==> src/rtl/parking_lot_tracker_if.sv <==
// Signal bundle between the GPIO/sensor side and the parking lot tracker.
// master drives sensors and queries; slave (the tracker) returns status and history.
`timescale 1ns / 1ps

interface parking_lot_tracker_if #(
   parameter int unsigned NUM_SPOTS = 3,
   parameter int unsigned NUM_HOURS = 8,
   parameter int unsigned LOG_W     = 4
);
   localparam int unsigned CW = $clog2(NUM_SPOTS + 1);
   localparam int unsigned HW = $clog2(NUM_HOURS);

   logic          enter_raw;
   logic          exit_raw;
   logic          hour_inc;
   logic [HW-1:0] rd_hour;

   logic [CW-1:0]    count;
   logic [HW-1:0]    hour;
   logic             full;
   logic             empty;
   logic             open_entrance;
   logic             open_exit;
   logic [HW-1:0]    rush_start;
   logic [HW-1:0]    rush_end;
   logic [1:0]       rush_valid;
   logic             day_done;
   logic [LOG_W-1:0] rd_entries;

   modport master (
      output enter_raw, exit_raw, hour_inc, rd_hour,
      input  count, hour, full, empty, open_entrance, open_exit,
      input  rush_start, rush_end, rush_valid, day_done, rd_entries
   );

   modport slave (
      input  enter_raw, exit_raw, hour_inc, rd_hour,
      output count, hour, full, empty, open_entrance, open_exit,
      output rush_start, rush_end, rush_valid, day_done, rd_entries
   );
endinterface

==> src/rtl/parking_lot_tracker.sv <==
// Occupancy and gate controller for an N-spot lot: sensor sync, gate FSMs, saturating count,
// per-hour entry log and rush-window capture.
`timescale 1ns / 1ps

module parking_lot_tracker #(
   parameter int unsigned NUM_SPOTS = 3,
   parameter int unsigned NUM_HOURS = 8,
   parameter int unsigned LOG_W     = 4
) (
   input logic                   clock,
   input logic                   reset,
   parking_lot_tracker_if.slave  bus
);
   localparam int unsigned CW = $clog2(NUM_SPOTS + 1);
   localparam int unsigned HW = $clog2(NUM_HOURS);

   localparam logic [CW-1:0]    FULL_CNT  = CW'(NUM_SPOTS);
   localparam logic [CW-1:0]    CNT_STEP  = 1;
   localparam logic [HW-1:0]    LAST_HOUR = HW'(NUM_HOURS - 1);
   localparam logic [HW-1:0]    HOUR_STEP = 1;
   localparam logic [LOG_W-1:0] LOG_MAX   = '1;
   localparam logic [LOG_W-1:0] LOG_STEP  = 1;

   localparam logic [1:0] E_IDLE  = 2'd0;
   localparam logic [1:0] E_OPEN  = 2'd1;
   localparam logic [1:0] E_BLOCK = 2'd2;
   localparam logic       X_IDLE  = 1'b0;
   localparam logic       X_OPEN  = 1'b1;

   logic enter_meta_q, enter_sync_q, enter_prev_q;
   logic exit_meta_q, exit_sync_q, exit_prev_q;
   logic enter_rise, enter_fall, exit_rise, exit_fall;

   logic [1:0]       ent_state_q, ent_state_d;
   logic             ex_state_q, ex_state_d;
   logic             entry_done, exit_done;
   logic [CW-1:0]    count_q, count_d;
   logic             lot_full, lot_empty;
   logic [HW-1:0]    hour_q, hour_d;
   logic             day_done_q, day_done_d;
   logic [HW-1:0]    rush_start_q, rush_start_d;
   logic [HW-1:0]    rush_end_q, rush_end_d;
   logic [1:0]       rush_valid_q, rush_valid_d;
   logic             log_we;
   logic [LOG_W-1:0] log_q [NUM_HOURS];
   logic [LOG_W-1:0] rd_entries_q;

   assign enter_rise = enter_sync_q & ~enter_prev_q;
   assign enter_fall = ~enter_sync_q & enter_prev_q;
   assign exit_rise  = exit_sync_q & ~exit_prev_q;
   assign exit_fall  = ~exit_sync_q & exit_prev_q;

   assign lot_full  = (count_q == FULL_CNT);
   assign lot_empty = (count_q == '0);

   always_comb begin
      ent_state_d = ent_state_q;
      entry_done  = 1'b0;
      case (ent_state_q)
         E_IDLE:  if (enter_rise) ent_state_d = lot_full ? E_BLOCK : E_OPEN;
         E_OPEN:  if (enter_fall) begin
            ent_state_d = E_IDLE;
            entry_done  = 1'b1;
         end
         E_BLOCK: if (enter_fall) ent_state_d = E_IDLE;
         default: ent_state_d = E_IDLE;
      endcase
   end

   always_comb begin
      ex_state_d = ex_state_q;
      exit_done  = 1'b0;
      case (ex_state_q)
         X_IDLE: if (exit_rise && !lot_empty) ex_state_d = X_OPEN;
         X_OPEN: if (exit_fall) begin
            ex_state_d = X_IDLE;
            exit_done  = 1'b1;
         end
         default: ex_state_d = X_IDLE;
      endcase
   end

   // A car leaving while another arrives cancels out; bounds guard the count regardless.
   always_comb begin
      count_d = count_q;
      if (entry_done && !exit_done && !lot_full) begin
         count_d = count_q + CNT_STEP;
      end else if (exit_done && !entry_done && !lot_empty) begin
         count_d = count_q - CNT_STEP;
      end
   end

   always_comb begin
      rush_start_d = rush_start_q;
      rush_end_d   = rush_end_q;
      rush_valid_d = rush_valid_q;
      if (count_d == FULL_CNT && !lot_full && !rush_valid_q[0]) begin
         rush_start_d    = hour_q;
         rush_valid_d[0] = 1'b1;
      end
      if (count_d == '0 && !lot_empty && rush_valid_q == 2'b01 && hour_q > rush_start_q) begin
         rush_end_d      = hour_q;
         rush_valid_d[1] = 1'b1;
      end
   end

   always_comb begin
      hour_d     = hour_q;
      day_done_d = day_done_q;
      if (bus.hour_inc && !day_done_q) begin
         if (hour_q == LAST_HOUR) day_done_d = 1'b1;
         else                     hour_d     = hour_q + HOUR_STEP;
      end
   end

   assign log_we = entry_done && !day_done_q;

   always_ff @(posedge clock or negedge reset) begin
      if (!reset) begin
         enter_meta_q <= 1'b0;
         enter_sync_q <= 1'b0;
         enter_prev_q <= 1'b0;
         exit_meta_q  <= 1'b0;
         exit_sync_q  <= 1'b0;
         exit_prev_q  <= 1'b0;
         ent_state_q  <= E_IDLE;
         ex_state_q   <= X_IDLE;
         count_q      <= '0;
         hour_q       <= '0;
         day_done_q   <= 1'b0;
         rush_start_q <= '0;
         rush_end_q   <= '0;
         rush_valid_q <= 2'b00;
      end else begin
         enter_meta_q <= bus.enter_raw;
         enter_sync_q <= enter_meta_q;
         enter_prev_q <= enter_sync_q;
         exit_meta_q  <= bus.exit_raw;
         exit_sync_q  <= exit_meta_q;
         exit_prev_q  <= exit_sync_q;
         ent_state_q  <= ent_state_d;
         ex_state_q   <= ex_state_d;
         count_q      <= count_d;
         hour_q       <= hour_d;
         day_done_q   <= day_done_d;
         rush_start_q <= rush_start_d;
         rush_end_q   <= rush_end_d;
         rush_valid_q <= rush_valid_d;
      end
   end

   // Read port sees the pre-write value when it hits the hour being logged.
   always_ff @(posedge clock or negedge reset) begin
      if (!reset) begin
         for (int i = 0; i < NUM_HOURS; i++) log_q[i] <= '0;
         rd_entries_q <= '0;
      end else begin
         if (log_we && log_q[hour_q] != LOG_MAX) log_q[hour_q] <= log_q[hour_q] + LOG_STEP;
         rd_entries_q <= (32'(bus.rd_hour) < NUM_HOURS) ? log_q[bus.rd_hour] : '0;
      end
   end

   assign bus.count         = count_q;
   assign bus.hour          = hour_q;
   assign bus.full          = lot_full;
   assign bus.empty         = lot_empty;
   assign bus.open_entrance = (ent_state_q == E_OPEN);
   assign bus.open_exit     = (ex_state_q == X_OPEN);
   assign bus.rush_start    = rush_start_q;
   assign bus.rush_end      = rush_end_q;
   assign bus.rush_valid    = rush_valid_q;
   assign bus.day_done      = day_done_q;
   assign bus.rd_entries    = rd_entries_q;
endmodule

==> src/flat_wrapper.sv <==
// flat-port wrapper written by rule: the top's interface ports become plain ports
module parking_lot_tracker_flat 
#(
   parameter int unsigned NUM_SPOTS = 3,
   parameter int unsigned NUM_HOURS = 8,
   parameter int unsigned LOG_W     = 4
)
  (clock, reset, bus_enter_raw, bus_exit_raw, bus_hour_inc, bus_rd_hour, bus_count, bus_hour, bus_full, bus_empty, bus_open_entrance, bus_open_exit, bus_rush_start, bus_rush_end, bus_rush_valid, bus_day_done, bus_rd_entries);
  parking_lot_tracker_if #(.NUM_SPOTS(NUM_SPOTS), .NUM_HOURS(NUM_HOURS), .LOG_W(LOG_W)) bus_i ();
  input logic clock;
  input logic reset;
  input wire logic [$bits(bus_i.enter_raw)-1:0] bus_enter_raw;
  input wire logic [$bits(bus_i.exit_raw)-1:0] bus_exit_raw;
  input wire logic [$bits(bus_i.hour_inc)-1:0] bus_hour_inc;
  input wire logic [$bits(bus_i.rd_hour)-1:0] bus_rd_hour;
  output wire logic [$bits(bus_i.count)-1:0] bus_count;
  output wire logic [$bits(bus_i.hour)-1:0] bus_hour;
  output wire logic [$bits(bus_i.full)-1:0] bus_full;
  output wire logic [$bits(bus_i.empty)-1:0] bus_empty;
  output wire logic [$bits(bus_i.open_entrance)-1:0] bus_open_entrance;
  output wire logic [$bits(bus_i.open_exit)-1:0] bus_open_exit;
  output wire logic [$bits(bus_i.rush_start)-1:0] bus_rush_start;
  output wire logic [$bits(bus_i.rush_end)-1:0] bus_rush_end;
  output wire logic [$bits(bus_i.rush_valid)-1:0] bus_rush_valid;
  output wire logic [$bits(bus_i.day_done)-1:0] bus_day_done;
  output wire logic [$bits(bus_i.rd_entries)-1:0] bus_rd_entries;
  assign bus_i.enter_raw = bus_enter_raw;
  assign bus_i.exit_raw = bus_exit_raw;
  assign bus_i.hour_inc = bus_hour_inc;
  assign bus_i.rd_hour = bus_rd_hour;
  assign bus_count = bus_i.count;
  assign bus_hour = bus_i.hour;
  assign bus_full = bus_i.full;
  assign bus_empty = bus_i.empty;
  assign bus_open_entrance = bus_i.open_entrance;
  assign bus_open_exit = bus_i.open_exit;
  assign bus_rush_start = bus_i.rush_start;
  assign bus_rush_end = bus_i.rush_end;
  assign bus_rush_valid = bus_i.rush_valid;
  assign bus_day_done = bus_i.day_done;
  assign bus_rd_entries = bus_i.rd_entries;
  parking_lot_tracker #(.NUM_SPOTS(NUM_SPOTS), .NUM_HOURS(NUM_HOURS), .LOG_W(LOG_W)) u_core (.clock(clock), .reset(reset), .bus(bus_i));
endmodule
==> config.mk <==
export PLATFORM = sky130hd
export DESIGN_NAME = parking_lot_tracker_flat
export DESIGN_NICKNAME = d
export VERILOG_FILES = /design/src/rtl/parking_lot_tracker_if.sv /design/src/rtl/parking_lot_tracker.sv /design/src/flat_wrapper.sv
export SDC_FILE = /design/constraint.sdc
export NUM_CORES = 1
export LEC_CHECK = 0
export ABC_AREA = 1
export ABC_CLOCK_PERIOD_IN_PS = 3100
export BUFFER_PORTS_ARGS = -buffer_cell sky130_fd_sc_hd__clkbuf_2
export CORE_MARGIN = 2
export CORE_UTILIZATION = 40
export CTS_BUF_LIST = sky130_fd_sc_hd__clkbuf_16
export DETAILED_ROUTE_END_ITERATION = 12
export GPL_TIMING_DRIVEN = 0
export PLACE_DENSITY = 0.66
export SLEW_MARGIN = 20
export SYNTH_ARGS = -nofsm -noshare
export SYNTH_HDL_FRONTEND = slang
export SYNTH_SLANG_ARGS = --single-unit
==> constraint.sdc <==
create_clock -name clock -period 3.1 [get_ports clock]
set_clock_uncertainty 0.2 [all_clocks]
set_input_delay 0.465 -clock clock [delete_from_list [all_inputs] [get_ports clock]]
set_output_delay 0.465 -clock clock [all_outputs]
set_load 0.05 [all_outputs]
; After elaboration in Yosys (flattened, before gate mapping)
; Cells that the tools add are included.
[totals]
register_bits = 59
input_bits = 8
output_inout_bits = 22
word_cells = 102
[op_classes]
add_sub_neg = 4
n_lt_le_gt_ge = 4
n_eq_ne = 9
mux = 22
bitwise_logic = 12
n_reduce_logical = 27
[ops]
columns = cell, count
row1 = $bwmux W32, 1
row2 = $bmux W4 S3, 2
row3 = $mux W4, 5
row4 = $logic_and A1 B1 Y1, 14
row5 = $demux W4 S3, 1
row6 = $mux W2, 5
row7 = $ge A4 B4 Y1 const B, 2
row8 = $not A3 Y4, 2
row9 = $eq A2 B2 Y1 const B, 3
row10 = $logic_not A1 Y1, 6
row11 = $logic_not A2 Y1, 3
row12 = $mux W1, 6
row13 = $not A1 Y1, 6
row14 = $reduce_and A2 Y1, 3
row15 = $add A4 B1 Y4 const B, 1
row16 = $and A1 B1 Y1, 4
row17 = $eq A2 B1 Y1 const B, 2
row18 = $lt A4 B1 Y1 const B, 1
row19 = $ne A2 B1 Y1 const B, 2
row20 = $ne A4 B4 Y1 const B, 1
row21 = $pmux W2 S2, 1
row22 = $add A3 B1 Y3 const B, 1
row23 = $eq A3 B3 Y1 const B, 1
row24 = $gt A3 B3 Y1, 1
row25 = 4 further kinds, 4

; Logic depth before layout (Yosys ltp)
[logic_depth]
ltp_word = 13
depth_mapped = 16
ltp_nobuf = 14

; Worst setup path before layout
; Ideal clock, no wire load.
[synth_path]
path_kind = reg-to-reg
start = register u_core.hour_q[2], in the netlist u_core.bus.hour[2]
end = register u_core.log_q[11] (netlist bit)
t_arrival_ns = 2.232
required_time_ns = 2.783
setup_slack_ns = 0.551
stages_incl_launch_ff = 17
cell_sequence = dfrtp_1 buf_6 inv_1 nor2_1 nand2_1 nor2_1 nor2_1 nand2_1 buf_6 ha_1 inv_1 nor2_8 nand2_8 nand2_4 nor2_1 nand2_1 nand2_1
[synth_between]
elab_chain_cells = 6
word_cells_on_any_way = 13
[synth_rtl]
columns = item, line_no
row1 = "start, declared", parking_lot_tracker.sv:39  ; logic [HW-1:0] hour_q, hour_d;
row2 = "start signal, assigned", parking_lot_tracker.sv:144  ; hour_q <= hour_d;
row3 = $not A3 Y4 (implied by the code) (*), parking_lot_tracker.sv:158  ; if (log_we && log_q[hour_q] != LOG_MAX) log_q[hour_q] <= log_q[hour_q] + LOG_STEP;
row4 = "$bmux W4 S3, or another cell as far along", parking_lot_tracker.sv:158
row5 = $mux W4 (implied by the code) / $logic_and A1 B1 Y1 (equally long branches), parking_lot_tracker.sv:158
row6 = $mux W4 (implied by the code), parking_lot_tracker.sv:158
row7 = "$add A4 B1 Y4, or another cell as far along", parking_lot_tracker.sv:158
row8 = $bwmux W32 / $logic_and A1 B1 Y1 (equally long branches), parking_lot_tracker.sv:158
row9 = "end, declared", parking_lot_tracker.sv:45  ; logic [LOG_W-1:0] log_q [NUM_HOURS];
; Mark *: on every way between the ends. The rest lies on a longest branch, timed or not. The select of a mux whose other input is x is not followed.
; A chain may end at the register's enable or synchronous reset.

; Worst setup path in the final report
[layout_path]
start = register u_core.hour_q[0], in the netlist u_core.bus.hour[0]
end = register u_core.log_q[14] (netlist bit)
; Same word-level chain as after synthesis.

==> metrics.md <==
| Metric | Value |
|---|---|
| MaxCap Viol Count | `0` |
| Die width | `94.3 µm` |
| Post-Syn Instances | `427` |
| RSZ-0062 raised after global routing | `no` |
| Net Sw Frac | `38.1%` |
| Critical path fanouts, max | `10` |
| Share of post-route cells with drive strength above 1 | `14.4%` |
| Status | `complete, no violations` |
| CP Launch Type | `flip-flop` |
| Mapped Area | `3260 µm²` |
| Final Cell Area | `3840 µm²` |
| Die ar. | `8880 µm²` |
| Sequential share of power | `34.3%` |
| DR DRC count | `0` |
| Layout area overhead | `17.7%` |
| Switch Pwr | `1.03 mW` |
| RR Endpoint | `u_core.log_q[14]` |
| Slowest CP cell | `dfrtp_1` |
| # H-tree levels | `3` |
| WL/cell | `13.6 µm` |
| Worst-case clock buffer depth | `2` |
| Crit path arrival time | `2.62 ns` |
| Synth warn | `0` |
| Die height | `94.3 µm` |
| R2R Setup Slk | `0.47 ns` |
| Hold wc startpoint | `bus_exit_raw` |
| Register-to-Register Path Depth | `14` |
| Total power | `2.69 mW` |
| Drt pass-1 iters | `6` |
| Initial antenna violation count | `0` |
| R2R Path Start | `u_core.bus.hour[0]` |
| Min Tclk post-route | `2.63 ns` |
| Fillcell total | `770` |
| Yosys cell types | `27` |
| Worst-path clk slew | `0.05 ns` |
| PortBufs | `27` |
| Peak supply drop | `0.344 mV` |
| DP HPWL | `5840 µm` |
| Crit-path cells | `inv_2 > buf_2 > nand3_1 > nand2_1 > nor2_1 > nand2_1 > buf_6 > ha_1 > inv_1 > nor2_8 > nand2_8 > nand3_2 > nand2_1 > o21ai_1` |
| Critical path's largest stage delay | `0.56 ns` |
| Largest net degree at the start of global routing | `34` |
| CTS root buf | `clkbuf_16` |
| Syn Area/Cell | `7.63 µm²` |
| WHS Path Cells | `1` |
| GRT Util Overall | `19.6%` |
| Slew HR | `54.6%` |
| Synthesized flop and latch total | `59` |
| GRT overflow | `0` |
| First-pass GRT wire length | `13,300 µm` |
| Hold WC Path Type | `in2reg` |
| CTS tree | `built` |
| GPL Wtd Cong | `0.898` |
| Pin slew with the least headroom to its limit | `0.681 ns` |
| Final wirelength | `7820 µm` |
| Vias per inst | `4.97` |
| Comb power frac | `30.2%` |
| Hold Vio Cnt, Final | `0` |
| Initial Util | `41.7%` |
| Num CTS Buffers | `9` |
| Num rows | `32` |
| Pwr dens | `701 nW/µm²` |
| Setup violations, final | `0` |
| Setup_tns | `0 ns` |
| Worst EP required | `3.09 ns` |
| Vias | `2,847` |
| Pleak | `1.90 nW` |
| NumNets Final | `485` |
| Clock sinks | `59` |
| Hold EP | `u_core.exit_meta_q` |
| Post-route antenna net violation count | `0` |
| Syn_nets | `445` |
| First-iteration detailed-routing DRC count | `231` |
| Core footprint | `7810 µm²` |
| Fmax | `0.380 GHz` |
| Power Internal | `1.67 mW` |
| Kind of critical path | `reg2reg` |
| IO Count | `30` |
| CP most frequent cell | `nand2_1` |
| Total placed instance area | `3540 µm²` |
| Clk pwr share | `35.5%` |
| ANT cells | `0` |
| Clk_lat worst skew | `0.33 ns` |
| Slew Limit Fails | `0` |
| Number of global-route vias before repair | `2,751` |
| Final period util | `84.8%` |
| Post-synthesis sequential area ratio | `45.3%` |
| Critical Path End Type | `flip-flop` |
-- critical path, delay by kind of cell (launching register included) --
kind,cells,cell delay [ns]
AO/OA/AOI/OAI,1,0.07
flip-flops,1,0.56
AND/OR/NAND/NOR,8,0.81
adder cells (fa/ha/maj),1,0.24
buffers and inverters,4,0.62
-- power by group through the flow --
stage	clock network [mW]	logic [mW]	registers, mW
after global placement	0	0.787	0.932
after detailed placement	0	0.819	0.937
after global routing	1.01	0.892	0.937
final	0.956	0.812	0.923
after CTS	0.978	0.822	0.924
after floorplan	0	0.363	1.19
-- worst max path at each step --
stage | endpoint | startpoint | slack [ns] | cells after the start
CTS | u_core.log_q[22] | u_core.bus.hour[0] | 0.49 | 14
floorplan | u_core.log_q[11] | u_core.bus.hour[2] | 0.55 | 16
global placement | u_core.log_q[14] | u_core.bus.hour[0] | 0.51 | 14
finish | u_core.log_q[14] | u_core.bus.hour[0] | 0.47 | 14
detailed placement | u_core.log_q[30] | u_core.bus.hour[0] | 0.50 | 14
global route | u_core.log_q[22] | u_core.bus.hour[0] | 0.25 | 14
-- kinds of logic (layout without fill, tap and decap cells) --
family                   count (synthesis)  count (layout)  synth area share (%)
buffers and inverters                   68             112                  9.06
flip-flops                              59              59                  45.3
adder cells (fa/ha/maj)                 10              10                  3.84
XOR/XNOR                                 2               2                 0.768
AND/OR/NAND/NOR                        221             221                  30.5
AO/OA/AOI/OAI                           67              67                  10.5
-- cells in the mapped netlist --
master / n / share of area [%]
xor2_2: 1 / 0.50
nand2b_1: 1 / 0.19
nand3_1: 24 / 3.7
nor2_8: 1 / 0.61
nand4_1: 3 / 0.58
o21ai_1: 24 / 3.7
nand2_4: 1 / 0.35
nor2_2: 2 / 0.38
inv_2: 1 / 0.12
clkbuf_1: 4 / 0.46
buf_6: 5 / 1.7
a31oi_1: 4 / 0.77
nor2_1: 44 / 5.1
a21oi_1: 13 / 2.0
dfrtp_1: 59 / 45
nand3b_1: 3 / 0.69
nand3_2: 8 / 2.5
nand2_1: 128 / 15
ha_1: 10 / 3.8
inv_1: 56 / 6.5
o22ai_1: 2 / 0.38
nand2_2: 4 / 0.77
xor2_1: 1 / 0.27
nand2_8: 1 / 0.61
o21ai_0: 24 / 3.7
buf_2: 2 / 0.31
nor2_4: 1 / 0.35
-- per-stage QoR --
step,worst slack (ns),hold slack (ns),util (%),instances
final,0.471,0.0483,49.1,573
after global routing,0.247,0.0408,49.1,573
after CTS,0.489,0.0388,49.1,573
after detailed placement,0.498,0.136,45.4,557
after global placement,0.508,0.134,45.1,556
after floorplan,0.551,-0.0306,-,427
-- cell type report --
cell class | instances | area [µm²] | share of cell area (%)
Buffer | 11 | 81.3 | 2.12
Clock buffer | 9 | 225 | 5.87
Clock inverter | 6 | 57.6 | 1.50
Inverter | 57 | 214 | 5.58
Multi-Input combinational cell | 300 | 1490 | 38.7
Sequential cell | 59 | 1480 | 38.5
Tap cell | 102 | 128 | 3.33
Timing Repair Buffer | 29 | 168 | 4.37
-- flip-flops by register name, indices dropped and copies added, names as in the netlist --
| register | cells |
|---|---|
| u_core.enter_meta_q | 1 |
| u_core.bus.day_done | 1 |
| u_core.bus.count | 2 |
| u_core.exit_sync_q | 1 |
| u_core.ent_state_q | 2 |
| u_core.enter_prev_q | 1 |
| u_core.bus.open_exit | 1 |
| u_core.exit_prev_q | 1 |
| u_core.log_q | 32 |
| u_core.enter_sync_q | 1 |
| u_core.exit_meta_q | 1 |
| u_core.bus.hour | 3 |
| u_core.bus.rd_entries | 4 |
| u_core.bus.rush_end | 3 |
| u_core.bus.rush_valid | 2 |
| u_core.bus.rush_start | 3 |
-- metal layers --
layer | part of all wire (%) | wire length, µm | track usage (%) | vias up
met5 | 0 | 0 | 0 | -
met4 | 0.97 | 76 | 6.16 | 0
met3 | 4.9 | 383 | 4.49 | 7
met2 | 48 | 3740 | 32.0 | 78
met1 | 46 | 3620 | 25.9 | 1327
li1 | - | - | - | 1435
-- what timing repair did --
item,CTS,global route
hold buffers,1,0
setup buffers,0,0
endpoints found under the hold margin,26,0
resized for setup,0,0
-- placed cells by master, fill, tap and decap left out, types with 4 or more instances in the layout --
cell type / count
nor2_1: 44
clkbuf_2: 26
a21oi_1: 13
o21ai_0: 24
dfrtp_1: 59
nand2_2: 4
clkbuf_1: 4
nand2_1: 128
o21ai_1: 24
inv_1: 56
buf_6: 5
nand3_1: 24
clkbuf_16: 9
ha_1: 10
a31oi_1: 4
nand3_2: 8
(Power assumes the default switching activity.)
